`src/rtl/int_controller.sv`:
```
// Port-0 interrupt controller: edge-detect, pending latch, mask, fixed-priority
// arbitration, ack/done handshake. Optional REQ timeout under `INT_TIMEOUT_EN.
module int_controller #(
    parameter int                    ADDR_WIDTH = 10,
    parameter logic [ADDR_WIDTH-1:0] VEC_BASE   = 10'h3F0,
    parameter int                    VEC_STRIDE = 2,
    parameter int                    TIMEOUT    = 16
) (
    input  logic                  clk,
    input  logic                  reset,
    input  logic [7:0]            in_p0,
    input  logic                  mask_we,
    input  logic [7:0]            mask_data,
    input  logic                  gie,
    input  logic                  int_ack,
    input  logic                  int_done,
    output logic                  int_req,
    output logic [ADDR_WIDTH-1:0] int_vector,
    output logic [7:0]            pending,
    output logic                  in_service,
    output logic                  int_timeout
);

    typedef enum logic [1:0] {
        IDLE    = 2'd0,
        REQ     = 2'd1,
        SERVICE = 2'd2
    } state_e;

    state_e state_q, state_d;

    logic [7:0] s1_q, s2_q, s3_q;
    logic [2:0] prime_q;
    logic [7:0] rise;
    logic [7:0] pend_q, pend_d;
    logic [7:0] mask_q;
    logic [7:0] eligible;
    logic [7:0] clr;
    logic [2:0] idx_q, idx_d;
    logic [2:0] win;
    logic       ack_take;
    logic       to_set;
    logic       tmo_hit;
    logic [ADDR_WIDTH-1:0] vec_off;

    always_ff @(posedge clk or negedge reset) begin
        if (!reset) begin
            s1_q    <= '0;
            s2_q    <= '0;
            s3_q    <= '0;
            prime_q <= '0;
        end else begin
            s1_q    <= in_p0;
            s2_q    <= s1_q;
            s3_q    <= s2_q;
            prime_q <= {prime_q[1:0], 1'b1};
        end
    end

    // Edges are suppressed until s3 holds a real pin sample, so lines
    // already high when reset releases do not look like fresh rises.
    assign rise = s2_q & ~s3_q & {8{prime_q[2]}};

    assign eligible = pend_q & mask_q;

    always_comb begin
        win = 3'd0;
        for (int i = 7; i >= 0; i--) begin
            if (eligible[i]) win = i[2:0];
        end
    end

    assign clr    = ack_take ? (8'h01 << idx_q) : 8'h00;
    assign pend_d = (pend_q & ~clr) | rise;

    always_ff @(posedge clk or negedge reset) begin
        if (!reset) begin
            pend_q  <= '0;
            mask_q  <= '0;
            idx_q   <= '0;
            state_q <= IDLE;
        end else begin
            pend_q  <= pend_d;
            idx_q   <= idx_d;
            state_q <= state_d;
            if (mask_we) mask_q <= mask_data;
        end
    end

    always_comb begin
        state_d    = state_q;
        idx_d      = idx_q;
        int_req    = 1'b0;
        in_service = 1'b0;
        ack_take   = 1'b0;
        to_set     = 1'b0;
        unique case (state_q)
            IDLE: begin
                if (gie && (eligible != 8'h00)) begin
                    idx_d   = win;
                    state_d = REQ;
                end
            end
            REQ: begin
                int_req = 1'b1;
                if (int_ack) begin
                    ack_take = 1'b1;
                    state_d  = SERVICE;
                end else if (tmo_hit) begin
                    to_set  = 1'b1;
                    state_d = IDLE;
                end
            end
            SERVICE: begin
                in_service = 1'b1;
                if (int_done) state_d = IDLE;
            end
            default: state_d = IDLE;
        endcase
    end

`ifdef INT_TIMEOUT_EN
    localparam int CW = $clog2(TIMEOUT + 1);

    logic [CW-1:0] tcnt_q, tcnt_d;
    logic          tflag_q;

    // Counter is zero on the first REQ cycle, so REQ lasts TIMEOUT cycles.
    assign tcnt_d  = (state_q == REQ) ? tcnt_q + 1'b1 : '0;
    assign tmo_hit = (tcnt_q == CW'(TIMEOUT - 1));

    always_ff @(posedge clk or negedge reset) begin
        if (!reset) begin
            tcnt_q  <= '0;
            tflag_q <= 1'b0;
        end else begin
            tcnt_q  <= tcnt_d;
            tflag_q <= tflag_q | to_set;
        end
    end

    assign int_timeout = tflag_q;
`else
    logic unused_cfg;

    assign tmo_hit     = 1'b0;
    assign int_timeout = 1'b0;
    assign unused_cfg  = ^TIMEOUT ^ to_set;
`endif

    assign vec_off    = ADDR_WIDTH'(idx_q) * ADDR_WIDTH'(VEC_STRIDE);
    assign int_vector = VEC_BASE + vec_off;
    assign pending    = pend_q;

endmodule

```
`config.mk`:
```
export PLATFORM = sky130hd
export DESIGN_NAME = int_controller
export DESIGN_NICKNAME = d
export VERILOG_FILES = /design/src/rtl/int_controller.sv
export SDC_FILE = /design/constraint.sdc
export NUM_CORES = 1
export LEC_CHECK = 0
export ABC_AREA = 0
export CELL_PAD_IN_SITES_DETAIL_PLACEMENT = 1
export CELL_PAD_IN_SITES_GLOBAL_PLACEMENT = 1
export CORE_MARGIN = 5
export CORE_UTILIZATION = 40
export DETAILED_ROUTE_END_ITERATION = 16
export PLACE_DENSITY = 0.83
export SYNTH_ARGS = -nofsm -noshare
export SYNTH_HDL_FRONTEND = slang
export SYNTH_SLANG_ARGS = --single-unit
```
`constraint.sdc`:
```
create_clock -name clk -period 1.7 [get_ports clk]
set_input_delay 0.34 -clock clk [delete_from_list [all_inputs] [get_ports clk]]
set_output_delay 0.34 -clock clk [all_outputs]
set_load 0.005 [all_outputs]
```
### Yosys cells after proc, flatten, opt, wreduce, memory -nomap -nowiden

Cells that the tools add are included.

* flip-flop bits (word level): 48
* bits of input ports: 22
* output and inout port bits: 21
* logic and storage cells: 44

* $add $sub $neg: 1
* equality and inequality tests: 5
* shift-type cells: 1
* multiplexer cells: 17
* bitwise gates (word level): 7
* reduce and logical (&&, ||, !) cells: 5

Operators with widths (number)
* 8-bit AND: 4
* 3-bit 2-to-1 mux: 8
* 8-bit inverter: 2
* 8-bit 2-to-1 mux: 1
* 8-bit bitwise OR: 1
* 8-bit nonzero test: 1
* 1-bit by 3-bit left shift with 8-bit output (first input constant): 1
* 5-bit by 5-bit adder with 6-bit output (first input constant): 1
* 2-bit 2-to-1 mux: 3
* 2-bit != test (second input constant): 3
* 2-bit case mux with 3 select lines: 1
* 1-bit 2-to-1 mux: 4
* 3-bit AND reduction: 1
* 2-bit by 1-bit == test with 1-bit output (second input constant): 1
* 2-bit == test (second input constant): 1
* 2-bit zero test: 1
* 2-bit AND reduction: 1
* 1-bit logical AND: 1

### Logic depth before layout (Yosys ltp)

Gate-level depths: netlist of the first run.

* word-level depth: 9
* gate-level depth with buffers: 5
* mapped depth without buffers: 5

### Least setup slack after synthesis of the first run

No wires, ideal clock.

* path kind: reg-to-reg
* start: reg state_q[1]
* end: reg pend_q[0] (netlist: pending[0])
* library setup time: 0.125 ns
* arrival: 1.003 ns
* data required time: 1.575 ns
* setup slack: 0.571 ns
* stages on the path, launching flop included: 5
* buffers on the path: 0
* clock period less this slack: 1.129 ns
* cells stage by stage: dfrtp_1 -> nand3b_1 -> or2_4 -> o31ai_2 -> nand2_1

* cells in the longest elaborated chain, start to end: 6

RTL lines
* start, declared: RTL line 30 `state_e state_q, state_d;`
* start signal, assigned: RTL line 85 `state_q <= state_d;`
* 2-bit by 1-bit == test with 1-bit output: RTL line 97 `unique case (state_q)`
* 1-bit 2-to-1 mux: RTL line 97
* 8-bit 2-to-1 mux: RTL line 73 `assign clr = ack_take ? (8'h01 << idx_q) : 8'h00;`
* 8-bit inverter: RTL line 74 `assign pend_d = (pend_q & ~clr) | rise;`
* 8-bit AND: RTL line 74
* 8-bit bitwise OR: RTL line 74
* net pend_d[0]: RTL line 35 `logic [7:0] pend_q, pend_d;`
* end signal, assigned: RTL line 83 `pend_q <= pend_d;`
* end, declared: RTL line 35

The timed path passes the listed nets, and every way through them passes these cells.
A chain may end at the register's enable or synchronous reset.

### Final worst setup path of the first run

* start: reg idx_q[1]
* end: out int_vector[2]

* cells in the longest elaborated chain, start to end: 1

RTL lines
* start, declared: RTL line 39 `logic [2:0] idx_q, idx_d;`
* start signal, assigned: RTL line 84 `idx_q <= idx_d;`
* 5-bit by 5-bit adder with 6-bit output: RTL line 152 `assign int_vector = VEC_BASE + vec_off;`
* end, declared: RTL line 18 `output logic [ADDR_WIDTH-1:0] int_vector,`

Every way passes these cells.

==> results of run 1 <==
[power by group through the flow]
| stage | registers, W | clock network (W) | logic (W) |
|---|---|---|---|
| finish | 0.00154 | 0.000613 | 0.000792 |
| global route | 0.00157 | 0.000679 | 0.000868 |
| CTS | 0.00153 | 0.000636 | 0.000803 |
| detailed placement | 0.00156 | 0 | 0.000760 |
| global placement | 0.00154 | 0 | 0.000721 |
| floorplan | 0.00150 | 0 | 0.000335 |
[cells by family after synthesis]
kind of cell / count (synthesis) / synth area share
AOI/OAI and AO/OA: 23 / 0.0870
buffers and inverters: 12 / 0.0450
DFF: 48 / 0.696
muxes: 8 / 0.0522
other: 2 / 0.00435
and+or+nand+nor: 36 / 0.115
[repair_timing]
item / CTS / global route
gates resized for setup: 3 / 1
endpoints found under the setup margin: 3 / 1
setup buffers: 3 / 0
pin swaps: 0 / 0
[Yosys cell counts (all sizes together)]
master | count | area share
a21oi | 4 | 0.012
a22oi | 4 | 0.017
a31oi | 1 | 0.0036
a32o | 2 | 0.012
and2b | 1 | 0.0051
buf | 9 | 0.038
clkbuf | 1 | 0.0029
conb | 2 | 0.0044
dfrtp | 48 | 0.70
inv | 2 | 0.0044
mux2 | 8 | 0.052
nand2 | 18 | 0.039
nand2b | 4 | 0.015
nand3 | 2 | 0.0058
nand3b | 8 | 0.035
nand4 | 1 | 0.0036
nor3b | 1 | 0.0073
o21ai | 9 | 0.026
o2bb2ai | 1 | 0.0051
o31ai | 2 | 0.012
or2 | 1 | 0.0051
[metal layers]
layer	GRT usage	routed length (µm)
met1	0.142	1350
met2	0.240	1730
met3	0.0422	266
met4	0.0408	46
met5	0	0
[area by class of cell]
class / count / area [µm²]
Fill cell: 421 / 1890
Sequential cell: 48 / 1200
Multi-Input combinational cell: 76 / 473
Timing Repair Buffer: 38 / 375
Clock buffer: 6 / 72.6
Tap cell: 50 / 62.6
Inverter: 2 / 7.51
Clock inverter: 1 / 5.00
[state kept, by name (all words and copies together) (netlist names)]
name     count
mask_q       8
pending      8
idx_q        3
state_q      2
s1_q         8
prime_q      3
s2_q         8
s3_q         8
[cell usage in the layout (no fill, tap or decap), types with 2 or more instances in the layout]
| cell | instances |
|---|---|
| nand2b_1 | 4 |
| a22oi_1 | 4 |
| buf_4 | 3 |
| dfrtp_2 | 2 |
| a21oi_1 | 4 |
| dfrtp_1 | 46 |
| o21ai_0 | 9 |
| dlygate4sd2_1 | 2 |
| nand2_1 | 18 |
| clkdlybuf4s50_1 | 31 |
| mux2_2 | 8 |
| a32o_1 | 2 |
| clkbuf_8 | 5 |
| nand3_1 | 2 |
| nand3b_1 | 8 |
| conb_1 | 9 |
| inv_1 | 2 |
[worst paths after layout]
kind	end	start	slack, ns
worst max-delay path	int_vector[2]	idx_q[1]	0.08
worst min-delay path	mask_q[1]	reset	0.01
worst max register to register	pending[0]	state_q[1]	0.25
worst min register to register	s2_q[2]	s1_q[2]	0.35
max in group asynchronous	idx_q[0]	reset	1.46
min in group clk	s2_q[2]	s1_q[2]	0.35
[through the flow]
step,power [W],hold slack [ns],worst slack [ns],cells
6_report,0.00294,0.0146,0.0844,221
5_1_grt,0.00311,0.0241,0.0239,221
4_1_cts,0.00297,0.0132,0.00171,221
3_5_place_dp,0.00232,0.339,0.0761,211
3_3_place_gp,0.00226,0.333,0.158,211
2_1_floorplan,0.00184,0.0444,0.571,136
==> metrics.log, run 1 <==
INFO  metric arrival_time_at_the_worst_endpoint = 1.28 ns
INFO  metric place.port_buffers = 34
INFO  metric timing.critical_path.slowest_stage_cell = clkdlybuf4s50_1
INFO  metric synth_seq_cells = 48
INFO  metric run_status = finished, final reports clean
INFO  metric post_synth_inst_count = 129
INFO  metric power_switching = 0.000872 W
INFO  metric die_area = 0.00573 mm²
INFO  metric grt_start_max_net_pins = 49
INFO  metric antennaDiodeCount = 0
INFO  metric internal-power = 0.00207 W
INFO  metric clock.fmax = 0.619 GHz
INFO  metric clock_skew = 0.00975 ns
INFO  metric die_w = 75.7 µm
INFO  metric count_of_tritonroute_iterations_in_the_first_routing_pass = 2
INFO  metric clkSlewWorstSetupHoldPaths = 0.08 ns
INFO  metric clock_sinks = 48
INFO  metric grt_pass1_wl = 5.45 mm
INFO  metric timing_worst_setup_path_type = reg -> out
INFO  metric dp_hpwl = 2.57 mm
INFO  metric routed_wire_length_per_instance = 15.4 µm
INFO  metric grt_overflow = 0
INFO  metric worst_path_dominant_cell_family = buffers and inverters
INFO  metric num_io_pins = 43
INFO  metric clock_insertion_delay_worst_skew = 0.30 ns
INFO  metric initialDrtViolationCount = 38
INFO  metric min-delay-path-class = in -> async
INFO  metric clock_network_power_share = 0.208
INFO  metric final-hold-violation-count = 0
INFO  metric cts_max_path_buffers = 2
INFO  metric fp-row-count = 23
INFO  metric ir_drop = 0.000579 V
INFO  metric drc = 0
INFO  metric antenna_violating_nets_post_route = 0
INFO  metric postRouteWirelength = 3.40 mm
INFO  metric cts_buffers = 5
INFO  metric yosysSeqAreaShare = 0.696
INFO  metric timing.final.max_slew_violations = 0
INFO  metric critical_path.max_stage_delay = 0.53 ns
INFO  metric power_density = 1340 mW/mm²
INFO  metric yosys_warnings = 0
INFO  metric clock-root-buffer = clkbuf_8
INFO  metric first_global_vias = 1151
INFO  metric setup-violations-final = 0
INFO  metric number_of_antenna_violations_at_the_first_check_in_global_routing = 0
INFO  metric cap_viol_max_count = 0
INFO  metric power.share.sequential = 0.522
INFO  metric place_area = 0.00210 mm²
INFO  metric cp_cell_sequence = clkdlybuf4s50_1
INFO  metric stdcell_area = 0.00220 mm²
INFO  metric setup-tns-final = 0 ns
INFO  metric nets = 193
INFO  metric cts-hold-fix-buffers = 0
INFO  metric std_cell_core_area = 0.00409 mm²
INFO  metric die_h = 75.7 µm
INFO  metric power.share.combinational = 0.269
INFO  metric crit_path_start_kind = flop
INFO  metric cp_num_buf_inv = 1
INFO  metric layout.core_utilization = 0.538
INFO  metric routabilityCongestion = 0.834
INFO  metric path_depth = 1
INFO  metric setup.worst_path.end_class = output port
INFO  metric area_delta_synth_final = 27.5%
INFO  metric netlist_area = 0.00173 mm²
INFO  metric viasPerCell = 4.90
INFO  metric globalRouteTotalUtil = 0.131
INFO  metric starting_utilization_of_the_core_area = 0.422
INFO  metric swShare = 0.297
INFO  metric cts_tree = built
INFO  metric cts_max_level = 2
INFO  metric post_route_cells_drive_above_1_share = 0.146
INFO  metric avgSynthCellArea = 13.4 µm²
INFO  metric critical_path_data_required_time = 1.36 ns
INFO  metric post-route-period-util = 0.950
INFO  metric vias = 1083
INFO  metric post-route-min-period = 1.62 ns
INFO  metric worst-r2r-cell-count = 6
INFO  metric rsz0062_at_grt = false
INFO  metric yosysUniqueCellTypes = 23
INFO  metric critical_path_peak_fanout = 7
INFO  metric static-leakage-power = 0.940 nW
No activity file was read; power rests on OpenSTA's default activity.
==> run 2: changes to the inputs <==
--- a/config.mk
+++ b/config.mk
@@ -11,7 +11,9 @@
 export CORE_MARGIN = 5
 export CORE_UTILIZATION = 40
 export DETAILED_ROUTE_END_ITERATION = 16
+export GPL_TIMING_DRIVEN = 0
 export PLACE_DENSITY = 0.83
 export SYNTH_ARGS = -nofsm -noshare
 export SYNTH_HDL_FRONTEND = slang
 export SYNTH_SLANG_ARGS = --single-unit
+export TNS_END_PERCENT = 20
==> metrics.log, run 2 (synthesis gave the netlist of run 1 again) <==
INFO  metric clock_sinks = 48 (unchanged)
INFO  metric num_io_pins = 43 (unchanged)
INFO  metric cts_max_level = 2 (unchanged)
INFO  metric static-leakage-power = 0.992 nW (+5.6%)
INFO  metric cts_buffers = 5 (unchanged)
INFO  metric area_delta_synth_final = 33.1%
INFO  metric crit_path_start_kind = flop
INFO  metric starting_utilization_of_the_core_area = 0.422 (unchanged)
INFO  metric stdcell_area = 0.00230 mm² (+4.4%)
INFO  metric die_area = 0.00573 mm² (unchanged)
INFO  metric std_cell_core_area = 0.00409 mm² (unchanged)
INFO  metric die_w = 75.7 µm (unchanged)
INFO  metric cts_max_path_buffers = 2 (unchanged)
INFO  metric globalRouteTotalUtil = 0.143 (+0.0129)
INFO  metric drc = 0 (unchanged)
INFO  metric postCtsSetupRepairBufs = 0 (-3)
INFO  metric grt_start_max_net_pins = 45 (-8.2%)
INFO  metric timing.critical_path.slowest_stage_cell = clkdlybuf4s50_1
INFO  metric run_status = finished, final reports clean
INFO  metric clock_insertion_delay_worst_skew = 0.29 ns (about the same)
INFO  metric place_area = 0.00216 mm² (+2.9%)
INFO  metric min-delay-path-class = reg -> reg
INFO  metric post-route-min-period = 1.61 ns (-0.00530 ns)
INFO  metric dp_hpwl = 2.85 mm (+11%)
INFO  metric timing_worst_setup_path_type = reg -> out
INFO  metric most_common_library_cell_in_the_layout_ignoring_fill_and_taps = dfrtp_1
INFO  metric rsz0062_at_grt = false
INFO  metric count_of_tritonroute_iterations_in_the_first_routing_pass = 4 (+2)
INFO  metric arrival_time_at_the_worst_endpoint = 1.27 ns (about the same)
INFO  metric critical_path_data_required_time = 1.36 ns (about the same)
INFO  metric clkSlewWorstSetupHoldPaths = 0.08 ns (about the same)
INFO  metric worst_path_dominant_cell_family = buffers and inverters
INFO  metric stdcell_count = 229 (+3.6%)
INFO  metric grt_overflow = 0 (unchanged)
INFO  metric routabilityCongestion = 0.871 (+4.4%)
INFO  metric postRouteWirelength = 3.67 mm (+8.0%)
INFO  metric cp_cell_sequence = clkdlybuf4s50_1
INFO  metric cap_viol_max_count = 0 (unchanged)
INFO  metric clock-root-buffer = clkbuf_8
INFO  metric grt_pass1_wl = 5.91 mm (+8.5%)
INFO  metric setup-tns-final = 0 ns (unchanged)
INFO  metric highest_layer = met4
INFO  metric number_of_antenna_violations_at_the_first_check_in_global_routing = 0 (unchanged)
INFO  metric place.port_buffers = 33 (-2.9%)
INFO  metric critical_path_peak_fanout = 7 (unchanged)
INFO  metric power_density = 1380 mW/mm² (+3.0%)
INFO  metric nets = 200 (+3.6%)
INFO  metric final-hold-violation-count = 0 (unchanged)
INFO  metric ir_drop = 0.000651 V (+12%)
INFO  metric vias = 1126 (+4.0%)
INFO  metric viasPerCell = 4.92 (+0.34%)
INFO  metric antennaDiodeCount = 0 (unchanged)
INFO  metric most-common-layout-cells = 46 x dfrtp_1, 30 x clkdlybuf4s50_1, 18 x nand2_1, 9 x o21ai_0, 9 x conb_1
INFO  metric post_route_cells_drive_above_1_share = 0.190 (+0.0437)
INFO  metric critical_path.max_stage_delay = 0.53 ns (about the same)
INFO  metric multiInputGateArea = 473 µm² (unchanged)
INFO  metric m1WireLength = 1.43 mm (+5.9%)
INFO  metric clock.fmax = 0.621 GHz (+0.33%)
INFO  metric storage_cell_area = 0.00120 mm² (unchanged)
INFO  metric first_global_vias = 1221 (+6.1%)
INFO  metric filler_cell_count = 406 (-3.6%)
INFO  metric setup-violations-final = 0 (unchanged)
INFO  metric cts_tree = built
INFO  metric timing.final.max_slew_violations = 0 (unchanged)
INFO  metric dp.cells = 220 (+4.3%)
INFO  metric route.met3.wl = 250 µm (-6.0%)
INFO  metric antenna_violating_nets_post_route = 0 (unchanged)
INFO  metric layout.core_utilization = 0.562 (+0.0236)
INFO  metric initialDrtViolationCount = 50 (+32%)
INFO  metric met2_wirelength = 1.96 mm (+13%)
INFO  metric die_h = 75.7 µm (unchanged)
INFO  metric clock_skew = 0.00739 ns (-0.00236 ns)
INFO  metric post-route-period-util = 0.947 (-0.00312)
INFO  metric cp_num_buf_inv = 1 (unchanged)
INFO  metric routed_wire_length_per_instance = 16.0 µm (+4.3%)
INFO  metric setup.worst_path.end_class = output port
INFO  metric fp-row-count = 23 (unchanged)
## run 2: path summary, 6_finish.rpt
| path | end | depth (start not counted) | slack (ns) | startpoint |
|---|---|---|---|---|
| max reg2reg | idx_q[0] | 4 | 0.33 | pending[5] |
| min | prime_q[1] | 0 | 0.35 | prime_q[0] |
| min in group asynchronous | idx_q[2] | 2 | 0.41 | reset |
| max | int_vector[1] | 1 | 0.09 | idx_q[0] |
| min reg2reg | prime_q[1] | 0 | 0.35 | prime_q[0] |
| max in group asynchronous | s3_q[0] | 3 | 0.84 | reset |
## run 2: per-layer routing
metal / vias to the layer above / track usage
met3: 4 / 0.0449
met4: 0 / 0.0485
met1: 564 / 0.161
met5: - / 0
li1: 521 / -
met2: 37 / 0.258
## run 2: cell type report
| class | instances | share of cell area |
|---|---|---|
| repair buffers | 35 | 0.154 |
| multi-input cells | 76 | 0.206 |
| clock buffers | 7 | 0.0420 |
| flip-flops and latches | 48 | 0.524 |
| inverters | 2 | 0.00327 |
| plain buffers | 10 | 0.0305 |
| well taps | 50 | 0.0272 |
| clock inverters | 1 | 0.0131 |
## run 2: metrics by stage
| stage | power (W) | hold WS, ns | setup slack [ns] |
|---|---|---|---|
| after floorplan | 0.00184 | 0.0444 | 0.571 |
| after global placement | 0.00226 | 0.332 | -0.878 |
| after detailed placement | 0.00234 | 0.176 | 0.0707 |
| after CTS | 0.00321 | 0.358 | 0.00220 |
| after global routing | 0.00336 | 0.361 | 0.0140 |
| final | 0.00316 | 0.355 | 0.0897 |
## run 2: what timing repair did
| action | in CTS | in global routing |
|---|---|---|
| gates resized for setup | 3 | 1 |
| endpoints found under the setup margin | 3 | 1 |
| pin swaps | 0 | 0 |
| hold buffers | 1 | 0 |
| hold endpoints to repair | 4 | 0 |
## run 2: power breakdown
part	switching [W]	internal, W	total [W]
clock	0.000342	0.000518	0.000860
combinational	0.000322	0.000434	0.000756
sequential	0.000217	0.00133	0.00155
total	0.000881	0.00228	0.00316
